**config.mk**
```make
export PLATFORM = sky130hd
export DESIGN_NAME = lsu_split_access_ctrl
export DESIGN_NICKNAME = d
export VERILOG_FILES = /design/src/rtl/lsu_split_access_ctrl.sv
export SDC_FILE = /design/constraint.sdc
export NUM_CORES = 1
export LEC_CHECK = 0
export ABC_AREA = 1
export CAP_MARGIN = 20
export CORE_MARGIN = 2
export CORE_UTILIZATION = 57
export DETAILED_ROUTE_END_ITERATION = 16
export HOLD_SLACK_MARGIN = 0.05
export PLACE_DENSITY = 0.87
export SYNTH_ARGS = -nofsm -noshare
export SYNTH_HDL_FRONTEND = slang
export SYNTH_SLANG_ARGS = --single-unit
```
**constraint.sdc**
```tcl
create_clock -name i_clk -period 2.95 [get_ports i_clk]
set_input_delay 0.295 -clock i_clk [delete_from_list [all_inputs] [get_ports i_clk]]
set_output_delay 0.295 -clock i_clk [all_outputs]
set_load 0.01 [all_outputs]
```
**src/rtl/lsu_split_access_ctrl.sv**
```systemverilog
`default_nettype none
// ============================================================================
//  Module      : lsu_split_access_ctrl
//  Description : Sequences LSU loads/stores onto a word-wide byte-enabled
//                memory, splitting word-crossing accesses and extending loads.
//  Revision    : 1.0 - initial release
// ============================================================================
module lsu_split_access_ctrl #(
    parameter int ADDR_W = 32
) (
    input  logic              i_clk,
    input  logic              i_rst_n,
    input  logic              i_req_valid,
    output logic              o_req_ready,
    input  logic              i_req_wren,
    input  logic [2:0]        i_funct3,
    input  logic [ADDR_W-1:0] i_addr,
    input  logic [31:0]       i_wdata,
    output logic              o_mem_valid,
    output logic [ADDR_W-1:0] o_mem_addr,
    output logic [3:0]        o_mem_byte_en,
    output logic              o_mem_wren,
    output logic [31:0]       o_mem_wdata,
    input  logic [31:0]       i_mem_rdata,
    output logic              o_ld_valid,
    output logic [31:0]       o_ld_data
);

    typedef enum logic [1:0] {
        S_IDLE   = 2'd0,
        S_ACC1   = 2'd1,
        S_ACC2   = 2'd2,
        S_RDWAIT = 2'd3
    } state_t;

    state_t              r_state;
    state_t              w_next_state;

    logic                r_wren;
    logic [2:0]          r_funct3;
    logic [ADDR_W-1:0]   r_addr;
    logic [31:0]         r_wdata;
    logic [31:0]         r_lo_buf;
    logic [ADDR_W-1:0]   r_mem_addr_hold;
    logic [31:0]         r_mem_wdata_hold;
    logic                r_ld_valid;
    logic [31:0]         r_ld_data;

    logic                w_accept;
    logic                w_legal;
    logic [3:0]          w_size_mask;
    logic [1:0]          w_off;
    logic [7:0]          w_mask8;
    logic [63:0]         w_wdata64;
    logic                w_split;
    logic [ADDR_W-1:0]   w_acc1_addr;
    logic [ADDR_W-1:0]   w_acc2_addr;
    logic [63:0]         w_rd64;
    logic [31:0]         w_rd_shift;
    logic [31:0]         w_ld_ext;

    logic                w_mem_valid;
    logic [ADDR_W-1:0]   w_mem_addr;
    logic [3:0]          w_mem_be;
    logic                w_mem_wren;
    logic [31:0]         w_mem_wdata;

    // Illegal requests get an empty mask, so they never split and never write.
    always_comb begin
        w_legal     = 1'b0;
        w_size_mask = 4'b0000;
        case (r_funct3)
            3'b000: begin w_legal = 1'b1; w_size_mask = 4'b0001; end
            3'b001: begin w_legal = 1'b1; w_size_mask = 4'b0011; end
            3'b010: begin w_legal = 1'b1; w_size_mask = 4'b1111; end
            3'b100: begin w_legal = ~r_wren; w_size_mask = 4'b0001; end
            3'b101: begin w_legal = ~r_wren; w_size_mask = 4'b0011; end
            default: begin w_legal = 1'b0; w_size_mask = 4'b0000; end
        endcase
        if (!w_legal) begin
            w_size_mask = 4'b0000;
        end
    end

    assign w_off       = r_addr[1:0];
    assign w_mask8     = {4'b0000, w_size_mask} << w_off;
    assign w_wdata64   = {32'h0, r_wdata} << {w_off, 3'b000};
    assign w_split     = |w_mask8[7:4];
    assign w_acc1_addr = {r_addr[ADDR_W-1:2], 2'b00};
    assign w_acc2_addr = w_acc1_addr + ADDR_W'(4);

    // In RDWAIT the bus carries the last word read; lo_buf holds the first.
    assign w_rd64     = w_split ? {i_mem_rdata, r_lo_buf} : {32'h0, i_mem_rdata};
    assign w_rd_shift = 32'(w_rd64 >> {w_off, 3'b000});

    always_comb begin
        w_ld_ext = 32'h0;
        case (r_funct3)
            3'b000:  w_ld_ext = {{24{w_rd_shift[7]}}, w_rd_shift[7:0]};
            3'b001:  w_ld_ext = {{16{w_rd_shift[15]}}, w_rd_shift[15:0]};
            3'b010:  w_ld_ext = w_rd_shift;
            3'b100:  w_ld_ext = {24'h0, w_rd_shift[7:0]};
            3'b101:  w_ld_ext = {16'h0, w_rd_shift[15:0]};
            default: w_ld_ext = 32'h0;
        endcase
    end

    always_ff @(posedge i_clk) begin
        if (!i_rst_n) begin
            r_state <= S_IDLE;
        end else begin
            r_state <= w_next_state;
        end
    end

    always_comb begin
        w_next_state = r_state;
        o_req_ready  = 1'b0;
        w_accept     = 1'b0;
        w_mem_valid  = 1'b0;
        w_mem_wren   = 1'b0;
        w_mem_be     = 4'b0000;
        w_mem_addr   = r_mem_addr_hold;
        w_mem_wdata  = r_mem_wdata_hold;
        case (r_state)
            S_IDLE: begin
                o_req_ready = 1'b1;
                if (i_req_valid) begin
                    w_accept     = 1'b1;
                    w_next_state = S_ACC1;
                end
            end
            S_ACC1: begin
                w_mem_valid = 1'b1;
                w_mem_addr  = w_acc1_addr;
                w_mem_be    = w_mask8[3:0];
                w_mem_wdata = w_wdata64[31:0];
                w_mem_wren  = r_wren & w_legal;
                if (w_split) begin
                    w_next_state = S_ACC2;
                end else if (r_wren) begin
                    w_next_state = S_IDLE;
                end else begin
                    w_next_state = S_RDWAIT;
                end
            end
            S_ACC2: begin
                w_mem_valid  = 1'b1;
                w_mem_addr   = w_acc2_addr;
                w_mem_be     = w_mask8[7:4];
                w_mem_wdata  = w_wdata64[63:32];
                w_mem_wren   = r_wren;
                w_next_state = r_wren ? S_IDLE : S_RDWAIT;
            end
            S_RDWAIT: begin
                w_next_state = S_IDLE;
            end
            default: begin
                w_next_state = S_IDLE;
            end
        endcase
    end

    always_ff @(posedge i_clk) begin
        if (!i_rst_n) begin
            r_wren           <= 1'b0;
            r_funct3         <= 3'b000;
            r_addr           <= '0;
            r_wdata          <= 32'h0;
            r_lo_buf         <= 32'h0;
            r_mem_addr_hold  <= '0;
            r_mem_wdata_hold <= 32'h0;
            r_ld_valid       <= 1'b0;
            r_ld_data        <= 32'h0;
        end else begin
            r_mem_addr_hold  <= w_mem_addr;
            r_mem_wdata_hold <= w_mem_wdata;
            r_ld_valid       <= (r_state == S_RDWAIT);
            if (w_accept) begin
                r_wren   <= i_req_wren;
                r_funct3 <= i_funct3;
                r_addr   <= i_addr;
                r_wdata  <= i_wdata;
            end
            if (r_state == S_ACC2) begin
                r_lo_buf <= i_mem_rdata;
            end
            if (r_state == S_RDWAIT) begin
                r_ld_data <= w_ld_ext;
            end
        end
    end

    assign o_mem_valid   = w_mem_valid;
    assign o_mem_addr    = w_mem_addr;
    assign o_mem_byte_en = w_mem_be;
    assign o_mem_wren    = w_mem_wren;
    assign o_mem_wdata   = w_mem_wdata;
    assign o_ld_valid    = r_ld_valid;
    assign o_ld_data     = r_ld_data;

endmodule
`default_nettype wire
```
==> results of run 1 <==
[layout make-up]
cell class / instances / area share, %
Timing Repair Buffer: 256 / 18.3
Tap cell: 229 / 2.08
Inverter: 125 / 3.49
Multi-Input combinational cell: 1185 / 42.4
Clock buffer: 17 / 3.09
Clock inverter: 15 / 1.43
Antenna cell: 1 / 0.0182
Sequential cell: 199 / 29.1
Timing Repair inverter: 1 / 0.0545
[final timing paths]
check / start / to / slack, ps / cells past startpoint
setup / recovery: r_addr[6]$_SDFFE_PN0P_ / o_mem_addr[21] / -100 / 11
setup reg to reg: r_funct3[1]$_SDFFE_PN0P_ / o_ld_data[28]$_SDFFE_PN0P_ / 450 / 13
hold reg to reg: r_mem_addr_hold[0]$_SDFF_PN0_ / r_mem_addr_hold[0]$_SDFF_PN0_ / 450 / 2
hold / removal: i_rst_n / o_ld_valid$_SDFF_PN0_ / 360 / 3
[cells in the final DEF, fill, tap and decap left out, drive strengths merged, types with 4 or more instances in the layout]
cell | Yosys | final
nand3b | 15 | 15
nand3 | 188 | 188
dlygate4sd2 | 0 | 8
a31oi | 10 | 10
clkbuf | 80 | 18
dfxtp | 199 | 199
nor4 | 6 | 6
a21oi | 186 | 186
buf | 32 | 50
o21ai | 192 | 192
a32oi | 8 | 8
and2 | 17 | 17
mux2i | 4 | 4
nand2 | 367 | 367
xor2 | 5 | 5
o211ai | 12 | 12
clkdlybuf4s50 | 0 | 191
ha | 5 | 5
nor3 | 14 | 14
clkinv | 3 | 8
a22oi | 8 | 8
nor2 | 123 | 123
nand4 | 13 | 13
dlymetal6s2s | 0 | 6
inv | 122 | 129
[layer usage]
layer  share of wire, %  wire length [um]  up-vias  track usage (%)
met3                 11              3900      149             8.03
li1                   -                 -     5757                -
met2                 46             16500      854             56.2
met1                 38             13700     5639             43.8
met5                  0                 0        -                0
met4                5.7              2040        0             19.1
[sequential cells by signal (all words and copies together) (netlist names), 2 cells and up]
register	count
o_ld_data	32
r_addr	32
r_lo_buf	32
r_mem_addr_hold	32
r_mem_wdata_hold	32
r_wdata	32
r_funct3	3
r_state	2
[logic make-up after synthesis]
family | share of synthesized area, %
buf+inv | 9.00
compound gates | 21.0
mux | 0.377
xor+xnor | 0.577
fa+ha+maj | 0.589
simple gates | 31.0
flops | 37.5
[through the flow]
stage / utilization, % / worst slack (ps)
finish: 75.9 / -96.3
global route: 75.9 / -192
CTS: 74.6 / -43.9
detailed placement: 70.7 / 165
global placement: 70.7 / 249
floorplan: - / 809
[repair_timing]
action | CTS | global route
endpoints found under the setup margin | 34 | 49
gates resized for setup | 37 | 54
hold buffers | 0 | 0
buffers inserted | 2 | 8
gates cloned | 0 | 2
pin swaps | 3 | 6
[report_power, final]
part           switching, mW  internal (mW)
Combinational           1.73           1.06
Sequential             0.227           2.95
Clock                   1.23           1.24
Total                   3.19           5.24
[worst max-delay path: cells and delay by family (launching register included)]
kind / cells / cell delay [ps]
DFF: 1 / 390
and+or+nand+nor: 8 / 1070
buffers and inverters: 3 / 850
==> impl_metrics.toml, run 1 <==
[run_status]
status = "complete, but fails checks"
violations = "negative setup slack"

[timing]
max_freq_ghz = 0.328
finClkSkew_ps = 14.8
min_period_over_period_pct = 103
hold_ws_ps = 363
finalHoldViolations = 0
slew_headroom_pct = 57.0
final-setup-viol-count = 5
rsz0062_at_grt = "true"
tightest_slew_ps = 642
finalCriticalPeriod_ps = 3050
drv_slew = 0
setup_tns_ps = -276
worst_slack_ps = -96.3

[global_route]
grt_pass1_vias = 11155
grt_max_degree = 94
grt_overflow = 0
gr-usage-all-layers_pct = 35.0
antenna_found_initial = 1
grt_pass1_wl_mm = 55.8

[clocking]
ctsHtreeMaxLevel = 4
cts_made_buffers = 17
clk_pin_slew_ps = 80
cts.sinks = 199
clock_latency_ps = 460
cts_tree = "done"
cts_root_buf = "clkbuf_16"
clock_path_buffers = 2

[worst_setup_path]
slowest_stage = "clkdlybuf4s50_1"
path_class = "reg2out"
crit_top_cell = "nand2_1"
worstPathRequired_ps = 2650
max_stage_delay_ps = 530
critPathMaxFanout = 6
crit_arrival_ps = 2750
critPathLaunchType = "register"
cp_cell_sequence = "clkinvlp_4 > nor4_2 > buf_4 > nand2_1 > nor3_2 > or2_2 > nand3_1 > nand2_1 > nand2_1 > nand2_1 > clkdlybuf4s50_1"
cp-end-kind = "output pin"

[synth]
synth_enable_flop_cells = 0
synth_top_cell_by_area = "dfxtp_1"
async_flop_share_pct = 0
avgSynthCellArea_um2 = 6.55
yosysSeqAreaShare_pct = 37.5
synth-main-ff-cell = "dfxtp_1"
synth_most_common_cell = "nand2_1"
ys_types = 40
netlist_top_cells_count = "nand2_1 (363), dfxtp_1 (199), o21ai_0 (191)"
ys_warn_count = 0
synth.area.top_cells = "dfxtp_1 (38%), nand2_1 (13%), o21ai_0 (9.0%), a21oi_1 (8.8%), nand3_1 (8.5%)"
synthCells = 1621
synth_top_area_share_pct = 37.5
synth_nets = 1729
synth_area_um2 = 10600
ys_ff_latch = 199

[min_path]
hold_path.class = "in2reg"

[floorplanning]
die_area_um2 = 19700
die_x_um = 141
io_pins = 207
floorplan.rows = 49
core_um2 = 18100
start_util_pct = 58.5
die_h_um = 141

[route]
first_iter_violations = 1615
post_drt_via_cell_ratio = 6.11
drc = 0
final_antenna_net_count = 0
wl_mm = 36.1
wl_per_cell_um = 17.8
vias = 12399
first_pass_iters = 6

[place]
dp.cells = 1983
placed_cell_area_um2 = 12800
place_congestion = 0.958
port_buffers = 206
hpwlAfterDp_mm = 24.5

[cells_and_area]
seqCellArea_um2 = 4010
multi_input_area_um2 = 5840
nFillCells = 1338
area_growth_pct = 29.7
final_area_um2 = 13800
instances_no_fill = 2028
nets = 1893
drive_above_1_share_pct = 9.07

[power]
power_mw = 8.43
vdd_drop_max_mv = 0.533
power.density_nw_per_um2 = 612
leakagePower_nw = 5.66

[run]
drv_cap = 0
Power figures use the tool's default switching activity.
==> run 2: changes to the inputs <==
Settings changed: CORE_UTILIZATION 57 to 40, CTS_CLUSTER_DIAMETER from default to 120, PLACE_DENSITY 0.87 to default.
==> impl_metrics.toml, run 2 (synthesized netlist as in run 1, its figures left out) <==
[route]
drc = 0
wl_per_cell_um = 17.8
final_antenna_net_count = 0
wl_met3_mm = 2.52
wl_mm = 38.0
first_pass_iters = 8
top_layer_used = "met4"
wl_met1_mm = 16.6
route.met2.wl_mm = 17.3
post_drt_via_cell_ratio = 5.49
vias = 11722
first_iter_violations = 894

[timing]
setup_tns_ps = 0
slew_headroom_pct = 56.5
min_period_over_period_pct = 98.2
drv_slew = 0
tightest_slew_ps = 652
finalHoldViolations = 0
finClkSkew_ps = 15.2
final-setup-viol-count = 0
worst_slack_ps = 52.2
finalCriticalPeriod_ps = 2900
rsz0062_at_grt = "true"
max_freq_ghz = 0.345

[worst_setup_path]
max_stage_delay_ps = 550
r2r_end = "o_ld_data[19]$_SDFFE_PN0P_"
r2r-start = "r_funct3[1]$_SDFFE_PN0P_"
cp_cell_sequence = "inv_2 > nor4_4 > buf_4 > nand2_1 > o21ai_0 > nand3_1 > o21ai_0 > nand2_1 > nand2_1 > clkdlybuf4s50_1"
path_buf_inv = 3
r2r_cells = 13
rrSetupSlack_ps = 440
crit_arrival_ps = 2600
slowest_stage = "clkdlybuf4s50_1"
path_class = "reg2out"
crit_top_cell = "nand2_1"
critPathLaunchType = "register"
cp-end-kind = "output pin"
critPathTopFamily = "buffers and inverters"
critPathMaxFanout = 5
worstPathRequired_ps = 2650

[floorplanning]
start_util_pct = 40.8
io_pins = 207
floorplan.rows = 59
die_area_um2 = 27900
die_x_um = 167
die_h_um = 167
core_um2 = 26100

[clocking]
cts_made_buffers = 17
clk_pin_slew_ps = 80
postCtsHoldBufs = 0
cts_root_buf = "clkbuf_16"
clock_latency_ps = 450
cts_tree = "done"
ctsHtreeMaxLevel = 4
cts.sinks = 199
clock_path_buffers = 2

[cells_and_area]
layout_commonest_cell = "nand2_1"
area_growth_pct = 31.0
nets = 1896
nFillCells = 2588
n_antenna_cell = 0
final_cell_mix = "nand2_1 (360), clkdlybuf4s50_1 (189), dfxtp_1 (186)"
drive_above_1_share_pct = 9.11
final_area_um2 = 13900

[place]
placed_cell_area_um2 = 13000
port_buffers = 206
dp_slack_ps = 237
hpwlAfterDp_mm = 26.5
place_congestion = 0.920

[global_route]
grt_max_degree = 65
gr-usage-all-layers_pct = 26.3
grt_pass1_wl_mm = 59.2
grt_overflow = 0
grt_pass1_vias = 10987
antenna_found_initial = 0

[run_status]
status = "completed"

[power]
power.density_nw_per_um2 = 597
leakagePower_nw = 5.72
vdd_drop_max_mv = 0.347

[min_path]
hold_path.class = "in2reg"
hp-start = "i_rst_n"
holdPathStages = 3
hold_end = "r_mem_addr_hold[3]$_SDFF_PN0_"

[run]
drv_cap = 0
[run 2: changes by cell type in the layout (fill, tap and decap cells not counted), moves of 3 or more]
cell / delta
a21oi_1: -4
nor4_2: -3
buf_6: +3
nand2_1: +3
a21oi_2: +4
dlymetal6s2s_1: +3
clkbuf_2: +3
nand2_2: -4
dfxtp_1: +4
dlygate4sd2_1: -5
clkinv_4: +4
dfxtp_2: -3
[run 2: worst max path at each step]
stage / startpoint / to / slack (ps) / cells after the start
after CTS: r_addr[8]$_SDFFE_PN0P_ / o_mem_addr[25] / -4 / 9
after detailed placement: r_addr[2]$_SDFFE_PN0P_ / o_mem_addr[24] / 240 / 12
final: r_addr[7]$_SDFFE_PN0P_ / o_mem_addr[17] / 50 / 10
after global placement: r_addr[6]$_SDFFE_PN0P_ / o_mem_addr[25] / 260 / 9
after global routing: r_addr[14]$_SDFFE_PN0P_ / o_mem_addr[29] / -190 / 11
after floorplan: r_state[1]$_SDFFE_PN0P_ / o_mem_addr[15] / 810 / 7
[run 2: layout make-up]
cell class | instances | area, um2 | area share, %
multi-input combinational | 1185 | 5870 | 42.2
clock inverter | 13 | 138 | 0.989
tap | 335 | 419 | 3.01
inverter | 125 | 489 | 3.51
timing repair buffer | 260 | 2570 | 18.5
clock buffer | 18 | 429 | 3.08
sequential | 199 | 4000 | 28.8
[run 2: layer usage]
metal  vias up  GRT usage, %
li1       5769             -
met5         -             0
met3        78          4.73
met2       434          42.4
met4         0          11.6
met1      5441          34.6
[run 2: repair_timing]
action | CTS | global route
gates resized for setup | 38 | 62
endpoints found under the setup margin | 29 | 52
gates cloned | 0 | 1
setup buffers | 5 | 7
pin swaps | 6 | 18
[run 2: through the flow]
step / util (%) / hold WS (ps) / cells / total power, mW
2_1_floorplan: - / 422 / 1621 / 4.82
3_3_place_gp: 49.8 / 437 / 2091 / 5.87
3_5_place_dp: 49.8 / 435 / 2091 / 5.88
4_1_cts: 52.5 / 288 / 2127 / 8.21
5_1_grt: 53.4 / 319 / 2135 / 8.75
6_report: 53.4 / 283 / 2135 / 8.31
[run 2: power by group]
| part | internal [mW] | switching (mW) | total [mW] |
|---|---|---|---|
| registers | 2.94 | 0.211 | 3.16 |
| clock network | 1.12 | 1.20 | 2.32 |
| logic | 1.07 | 1.76 | 2.83 |
| total | 5.14 | 3.17 | 8.31 |
[run 2: worst min-delay path, cell delays in order]
cell and delay, ps:
buf_2 240, nand2_1 120, inv_1 30
